`config.mk`:
```
export PLATFORM = sky130hd
export DESIGN_NAME = imem_uart_loader
export DESIGN_NICKNAME = d
export VERILOG_FILES = /design/src/rtl/imem_uart_loader_pkg.sv /design/src/rtl/imem_uart_loader_uart_rx_byte.sv /design/src/rtl/imem_uart_loader.sv
export SDC_FILE = /design/constraint.sdc
export NUM_CORES = 1
export LEC_CHECK = 0
export ABC_AREA = 1
export CORE_UTILIZATION = 52
export CTS_CLUSTER_SIZE = 40
export DETAILED_ROUTE_END_ITERATION = 10
export PLACE_DENSITY = 0.76
export RECOVER_POWER = 100
export SLEW_MARGIN = 20
export SYNTH_ARGS = -nofsm -noshare
export SYNTH_HDL_FRONTEND = slang
export SYNTH_HIERARCHICAL = 1
export SYNTH_SLANG_ARGS = --single-unit
```
`constraint.sdc`:
```
create_clock -name clk -period 2 [get_ports clk]
set_clock_uncertainty 0.05 [all_clocks]
set_input_delay 0.2 -clock clk [delete_from_list [all_inputs] [get_ports clk]]
set_output_delay 0.2 -clock clk [all_outputs]
set_load 0.05 [all_outputs]
```
`src/rtl/imem_uart_loader_pkg.sv`:
```
// Definitions shared by the UART program loader and its byte receiver.
package imem_uart_loader_pkg;

    localparam logic [7:0]  LOADER_SYNC_BYTE = 8'h5A;
    localparam int unsigned ISA_WIDTH        = 32;

    typedef enum logic [2:0] {
        StIdle,
        StSync,
        StLen0,
        StLen1,
        StData,
        StChk,
        StDone,
        StError
    } loader_state_e;

    typedef enum logic [1:0] {
        RxIdle,
        RxStart,
        RxData,
        RxStop
    } rx_state_e;

endpackage

```
`src/rtl/imem_uart_loader_uart_rx_byte.sv`:
```
// 8N1 UART byte receiver: two-flop synchronizer, half-bit start check, centre sampling.
module uart_rx_byte
    import imem_uart_loader_pkg::*;
#(
    parameter int unsigned CLKS_PER_BIT = 434
) (
    input  logic       clk,
    input  logic       reset,
    input  logic       uart_rx,
    output logic [7:0] byte_data,
    output logic       byte_valid,
    output logic       frame_err
);

    localparam int unsigned CntW = $clog2(CLKS_PER_BIT);
    localparam logic [CntW-1:0] HalfBit = CntW'(CLKS_PER_BIT / 2 - 1);
    localparam logic [CntW-1:0] FullBit = CntW'(CLKS_PER_BIT - 1);

    rx_state_e       state;
    logic            rx_meta;
    logic            rx_sync;
    logic            rx_prev;
    logic [CntW-1:0] clk_cnt;
    logic [2:0]      bit_idx;
    logic [7:0]      shift;

    always_ff @(posedge clk) begin
        if (reset) begin
            rx_meta    <= 1'b1;
            rx_sync    <= 1'b1;
            rx_prev    <= 1'b1;
            state      <= RxIdle;
            clk_cnt    <= '0;
            bit_idx    <= '0;
            shift      <= '0;
            byte_data  <= '0;
            byte_valid <= 1'b0;
            frame_err  <= 1'b0;
        end else begin
            rx_meta    <= uart_rx;
            rx_sync    <= rx_meta;
            rx_prev    <= rx_sync;
            byte_valid <= 1'b0;
            frame_err  <= 1'b0;
            case (state)
                RxIdle: begin
                    // Falling edge only, so a line stuck low after a bad stop bit is not re-read.
                    if (rx_prev && !rx_sync) begin
                        state   <= RxStart;
                        clk_cnt <= '0;
                    end
                end
                RxStart: begin
                    if (clk_cnt == HalfBit) begin
                        clk_cnt <= '0;
                        bit_idx <= '0;
                        state   <= rx_sync ? RxIdle : RxData;
                    end else begin
                        clk_cnt <= clk_cnt + 1'b1;
                    end
                end
                RxData: begin
                    if (clk_cnt == FullBit) begin
                        clk_cnt <= '0;
                        shift   <= {rx_sync, shift[7:1]};
                        bit_idx <= bit_idx + 3'd1;
                        if (bit_idx == 3'd7) begin
                            state <= RxStop;
                        end
                    end else begin
                        clk_cnt <= clk_cnt + 1'b1;
                    end
                end
                RxStop: begin
                    if (clk_cnt == FullBit) begin
                        clk_cnt <= '0;
                        state   <= RxIdle;
                        if (rx_sync) begin
                            byte_data  <= shift;
                            byte_valid <= 1'b1;
                        end else begin
                            frame_err <= 1'b1;
                        end
                    end else begin
                        clk_cnt <= clk_cnt + 1'b1;
                    end
                end
                default: state <= RxIdle;
            endcase
        end
    end

endmodule

```
`src/rtl/imem_uart_loader.sv`:
```
// Loads a program image from UART into the instruction memory, holding the CPU in reset meanwhile.
module imem_uart_loader
    import imem_uart_loader_pkg::*;
#(
    parameter int unsigned CLKS_PER_BIT = 434,
    parameter int unsigned ADDR_W       = 14,
    parameter int unsigned TIMEOUT_CYC  = 5000000
) (
    input  logic                 clk,
    input  logic                 reset,
    input  logic                 uart_rx,
    input  logic                 start_load,
    output logic                 imem_we,
    output logic [ADDR_W-1:0]    imem_addr,
    output logic [ISA_WIDTH-1:0] imem_wdata,
    output logic                 cpu_hold,
    output logic                 load_done,
    output logic                 load_error,
    output logic [ADDR_W:0]      words_loaded
);

    localparam int unsigned ToW      = $clog2(TIMEOUT_CYC + 1);
    localparam logic [ToW-1:0] ToMax = ToW'(TIMEOUT_CYC);
    localparam int unsigned Capacity = 32'd1 << ADDR_W;

    logic [7:0]    byte_data;
    logic          byte_valid;
    logic          frame_err;

    loader_state_e state;
    logic [1:0]    byte_cnt;
    logic [7:0]    len_lo;
    logic [15:0]   len_q;
    logic [23:0]   wdata_asm;
    logic [7:0]    chk;
    logic [ToW-1:0] to_cnt;

    logic [15:0]   len_next;
    logic          bad_len;
    logic          last_word;
    logic          in_frame;
    logic          active;
    logic          timed_out;
    logic          go_error;

    uart_rx_byte #(
        .CLKS_PER_BIT(CLKS_PER_BIT)
    ) u_rx (
        .clk       (clk),
        .reset     (reset),
        .uart_rx   (uart_rx),
        .byte_data (byte_data),
        .byte_valid(byte_valid),
        .frame_err (frame_err)
    );

    assign len_next  = {byte_data, len_lo};
    assign bad_len   = (len_next == 16'd0) || (32'(len_next) > Capacity);
    assign last_word = (32'(words_loaded) + 32'd1) == 32'(len_q);
    assign in_frame  = (state == StLen0) || (state == StLen1) || (state == StData)
                    || (state == StChk);
    assign active    = in_frame || (state == StSync);
    assign timed_out = in_frame && !byte_valid && (to_cnt == ToMax);
    assign go_error  = (active && frame_err) || timed_out
                    || ((state == StLen1) && byte_valid && bad_len)
                    || ((state == StChk) && byte_valid && (byte_data != chk));

    always_ff @(posedge clk) begin
        if (reset) begin
            state        <= StIdle;
            byte_cnt     <= '0;
            len_lo       <= '0;
            len_q        <= '0;
            wdata_asm    <= '0;
            chk          <= '0;
            to_cnt       <= '0;
            imem_we      <= 1'b0;
            imem_addr    <= '0;
            imem_wdata   <= '0;
            cpu_hold     <= 1'b0;
            load_done    <= 1'b0;
            load_error   <= 1'b0;
            words_loaded <= '0;
        end else begin
            imem_we <= 1'b0;
            if (byte_valid || !in_frame) begin
                to_cnt <= '0;
            end else begin
                to_cnt <= to_cnt + 1'b1;
            end

            if (start_load) begin
                // Arming from any state aborts whatever frame was in flight.
                state        <= StSync;
                byte_cnt     <= '0;
                chk          <= '0;
                to_cnt       <= '0;
                cpu_hold     <= 1'b1;
                load_done    <= 1'b0;
                load_error   <= 1'b0;
                words_loaded <= '0;
            end else if (go_error) begin
                state      <= StError;
                load_error <= 1'b1;
            end else if (byte_valid) begin
                case (state)
                    StSync: begin
                        if (byte_data == LOADER_SYNC_BYTE) begin
                            state <= StLen0;
                        end
                    end
                    StLen0: begin
                        len_lo <= byte_data;
                        state  <= StLen1;
                    end
                    StLen1: begin
                        len_q <= len_next;
                        state <= StData;
                    end
                    StData: begin
                        chk      <= chk ^ byte_data;
                        byte_cnt <= byte_cnt + 2'd1;
                        if (byte_cnt == 2'd3) begin
                            imem_we      <= 1'b1;
                            imem_addr    <= words_loaded[ADDR_W-1:0];
                            imem_wdata   <= {byte_data, wdata_asm};
                            words_loaded <= words_loaded + 1'b1;
                            if (last_word) begin
                                state <= StChk;
                            end
                        end else begin
                            wdata_asm <= {byte_data, wdata_asm[23:8]};
                        end
                    end
                    StChk: begin
                        state     <= StDone;
                        cpu_hold  <= 1'b0;
                        load_done <= 1'b1;
                    end
                    default: ;
                endcase
            end
        end
    end

endmodule
```
==> impl_metrics.json <==
{
  "status": "finished, violations left",
  "violations": "negative setup slack",
  "worstSetupEndpointType": "flip-flop",
  "slew_violations": 0,
  "tritoncts": "built",
  "port-buffer-count": 68,
  "ys_types": 42,
  "netlist_area_mm2": 0.008164,
  "start_kind": "flip-flop",
  "rr_startpoint": "to_cnt[0]",
  "grt_pass1_vias": 7307,
  "p_leak_uw": 0.004412,
  "ant_nets": 0,
  "wl_mm": 24.86,
  "dpl.hpwl_mm": 13.38,
  "regToRegEndpoint": "wdata_asm[20]",
  "htree_levels": 4,
  "whs_ns": 0.2352,
  "cp_top_family": "simple AND/OR/NAND/NOR gates",
  "die_h_um": 127.3,
  "crit_path_max_fanout": 6,
  "hold_path_class": "input port to flip-flop",
  "pre_cts_ws_ns": -0.2136,
  "clock.fmax_mhz": 464.2,
  "cp_slowest_cell": "dfxtp_2",
  "cts.reportedPaths.clkPinSlew_ns": 0.08,
  "ios": 69,
  "start_util_pct": 53.51,
  "vias": 8446,
  "die_x_um": 127.3,
  "n_antenna_cell": 0,
  "holdPathStages": 2,
  "via_per_inst": 5.575,
  "required_ns": 2.29,
  "synth-seq-cells": 184,
  "power.total_uw": 7477,
  "yosysWarnings": 6,
  "regToRegSetupSlack_ns": -0.15,
  "gp_congestion": 0.8779,
  "synth_nets": 1123,
  "routedWlPerCell_um": 16.41,
  "holdBufCountCts": 0,
  "drive_gt1_share_pct": 27.07,
  "drc_errors": 0,
  "hold_end": "len_q[15]",
  "dr.pass1.iters": 5,
  "clock_latency_ns": 0.45,
  "antenna_found_initial": 0,
  "synth_flop_cell": "dfxtp_1",
  "path_class": "flip-flop to flip-flop",
  "synth_edf_count": 0,
  "synthTopCellsByArea": "dfxtp_1, nor2_1, nand2_1",
  "grt_max_degree": 57,
  "core_mm2": 0.01526,
  "grt_first_pass_wirelength_mm": 34.43,
  "r2r_cells": 15,
  "cts.sinks": 184,
  "crit_chain": "inv_1, ha_4, nand2_2, nor3_2, nand2_1, nor3_2, a21oi_2, nand3_4, buf_12, nor2_8, buf_12, nand2_8, buf_16, nand2_1, a21oi_1",
  "worst_slew_pin_slew_ns": 0.7500,
  "worst-path-buf-inv": 4,
  "rsz0062_at_grt": "yes",
  "dp_cells": 1443,
  "drv_cap": 0,
  "nets": 1304,
  "grt_overflow": 0,
  "numCtsBuffers": 17,
  "place_area_mm2": 0.009644,
  "grt_usage_pct": 26.85,
  "synth_top_area_share_pct": 45.12,
  "synth_top_area_cell": "dfxtp_1",
  "synthArstFlopShare_pct": 0,
  "num_rows": 45,
  "drtIter0Drc": 742,
  "cts_buffer_depth": 2,
  "hold_viol": 0,
  "synth.most_common_cell": "nor2_1",
  "setup_viol": 102,
  "synth_commonest_cells": "nor2_1, dfxtp_1, nand2_1",
  "worst_slack_ns": -0.1541,
  "cts_root_buf": "clkbuf_16",
  "design_area_mm2": 0.01147,
  "fin_crit_ns": 2.154,
  "irDropWorstVdd_mv": 0.5305,
  "hp-start": "reset",
  "worstPathArrival_ns": 2.44,
  "area_growth_pct": 40.52,
  "finalNonFillerCells": 1515,
  "dieArea_mm2": 0.01621,
  "fillers": 1027,
  "power_density_mw_per_mm2": 651.8,
  "slowest_delay_ns": 0.35,
  "post-route-period-util_pct": 107.7,
  "slew-limit-headroom_pct": 50.00,
  "syn_inst": 1110,
  "startpoint": "to_cnt[0]",
  "synth-seq-area-share_pct": 45.12,
  "syn_avg_cell_area_um2": 7.355
}
[timing repair]
action	CTS	global route
gates resized for setup	114	137
setup endpoints to repair	133	142
pin swaps	25	37
setup buffers	12	14
endpoints found under the hold margin	0	0
gates cloned	8	6
[area by class of cell]
type | count | area [um^2] | share of cell area (%)
repair buffers | 201 | 1994 | 17.38
flip-flops and latches | 184 | 3724 | 32.46
multi-input cells | 791 | 4461 | 38.88
clock buffers | 17 | 425.4 | 3.708
well taps | 211 | 264.0 | 2.301
repair inverters | 1 | 7.507 | 0.06544
clock inverters | 15 | 212.7 | 1.854
inverters | 95 | 384.1 | 3.348
[routing by layer]
layer / track usage, % / vias to the layer above / part of all wire, %
met1: 31.85 / 3879 / 39
met3: 4.941 / 111 / 7.6
met5: 0 / - / 0
met4: 14.92 / 0 / 4.3
li1: - / 4000 / -
met2: 45.90 / 456 / 49
[per-stage QoR]
stage | TNS, ns | utilization (%)
after floorplan | 0 | -
after global placement | -8.903 | 63.21
after detailed placement | -17.02 | 63.21
after CTS | -7.205 | 71.27
after global routing | -19.87 | 75.19
final | -7.499 | 75.19
[where the power goes]
group | internal (uW) | total (uW) | leakage [uW] | switching (uW)
combinational | 93.2 | 266 | 0.00261 | 173
sequential | 3660 | 3670 | 0.00150 | 8.90
clock | 1740 | 3540 | 0.000302 | 1800
[flip-flops by register name, summed over array words and instances, names as in the netlist, named ones only]
| register | cells |
|---|---|
| byte_cnt | 2 |
| chk | 8 |
| cpu_hold | 1 |
| imem_addr | 14 |
| imem_wdata | 32 |
| imem_we | 1 |
| len_lo | 8 |
| len_q | 16 |
| load_done | 1 |
| load_error | 1 |
| state | 3 |
| to_cnt | 23 |
| u_rx/bit_idx | 3 |
| u_rx/byte_data | 8 |
| u_rx/byte_valid | 1 |
| u_rx/clk_cnt | 9 |
| u_rx/frame_err | 1 |
| u_rx/rx_meta | 1 |
| u_rx/rx_prev | 1 |
| u_rx/rx_sync | 1 |
| u_rx/shift | 8 |
| u_rx/state | 1 |
| wdata_asm | 24 |
| words_loaded | 15 |
[how the worst max path moves through the flow]
stage	to	slack, ns	cells after the start
finish	wdata_asm[20]	-0.15	15
global route	words_loaded[1]	-0.26	15
CTS	to_cnt[18]	-0.14	15
detailed placement	imem_addr[7]	-0.21	14
global placement	state[2]	-0.12	14
floorplan	state[1]	0.008	14
[worst reg2reg max path: stages (launching register included)]
cell and delay [ns]:
dfxtp_2 0.35, inv_1 0.08, ha_4 0.16, nand2_2 0.05, nor3_2 0.04, nand2_1 0.08, nor3_2 0.06, a21oi_2 0.18
nand3_4 0.12, buf_12 0.15, nor2_8 0.13, buf_12 0.17, nand2_8 0.10, buf_16 0.16, nand2_1 0.09, a21oi_1 0.08
[placed cells by master (no fill, tap or decap), types with 8 or more instances in the layout]
master	instances
dfxtp_2	14
nand3_1	59
buf_12	9
buf_6	14
nand4_1	14
inv_2	8
xor2_1	13
clkbuf_1	8
o21ai_2	36
clkbuf_16	21
buf_4	97
o21ai_0	47
o21ai_1	27
clkdlybuf4s50_1	55
nor2_1	188
a21oi_2	16
nand3_2	9
dfxtp_1	164
inv_1	83
nor2_2	24
nand2_2	17
nor2_4	16
nor3_1	12
nand2_1	166
a21oi_1	75
[logic make-up after synthesis]
kind of cell	count (synthesis)	synth area share, %
adder cells (fa/ha/maj)	9	1.379
flip-flops	184	45.12
AO/OA/AOI/OAI	219	14.11
AND/OR/NAND/NOR	537	28.90
buffers and inverters	137	7.739
XOR/XNOR	24	2.743
Power figures use the tool's default switching activity.
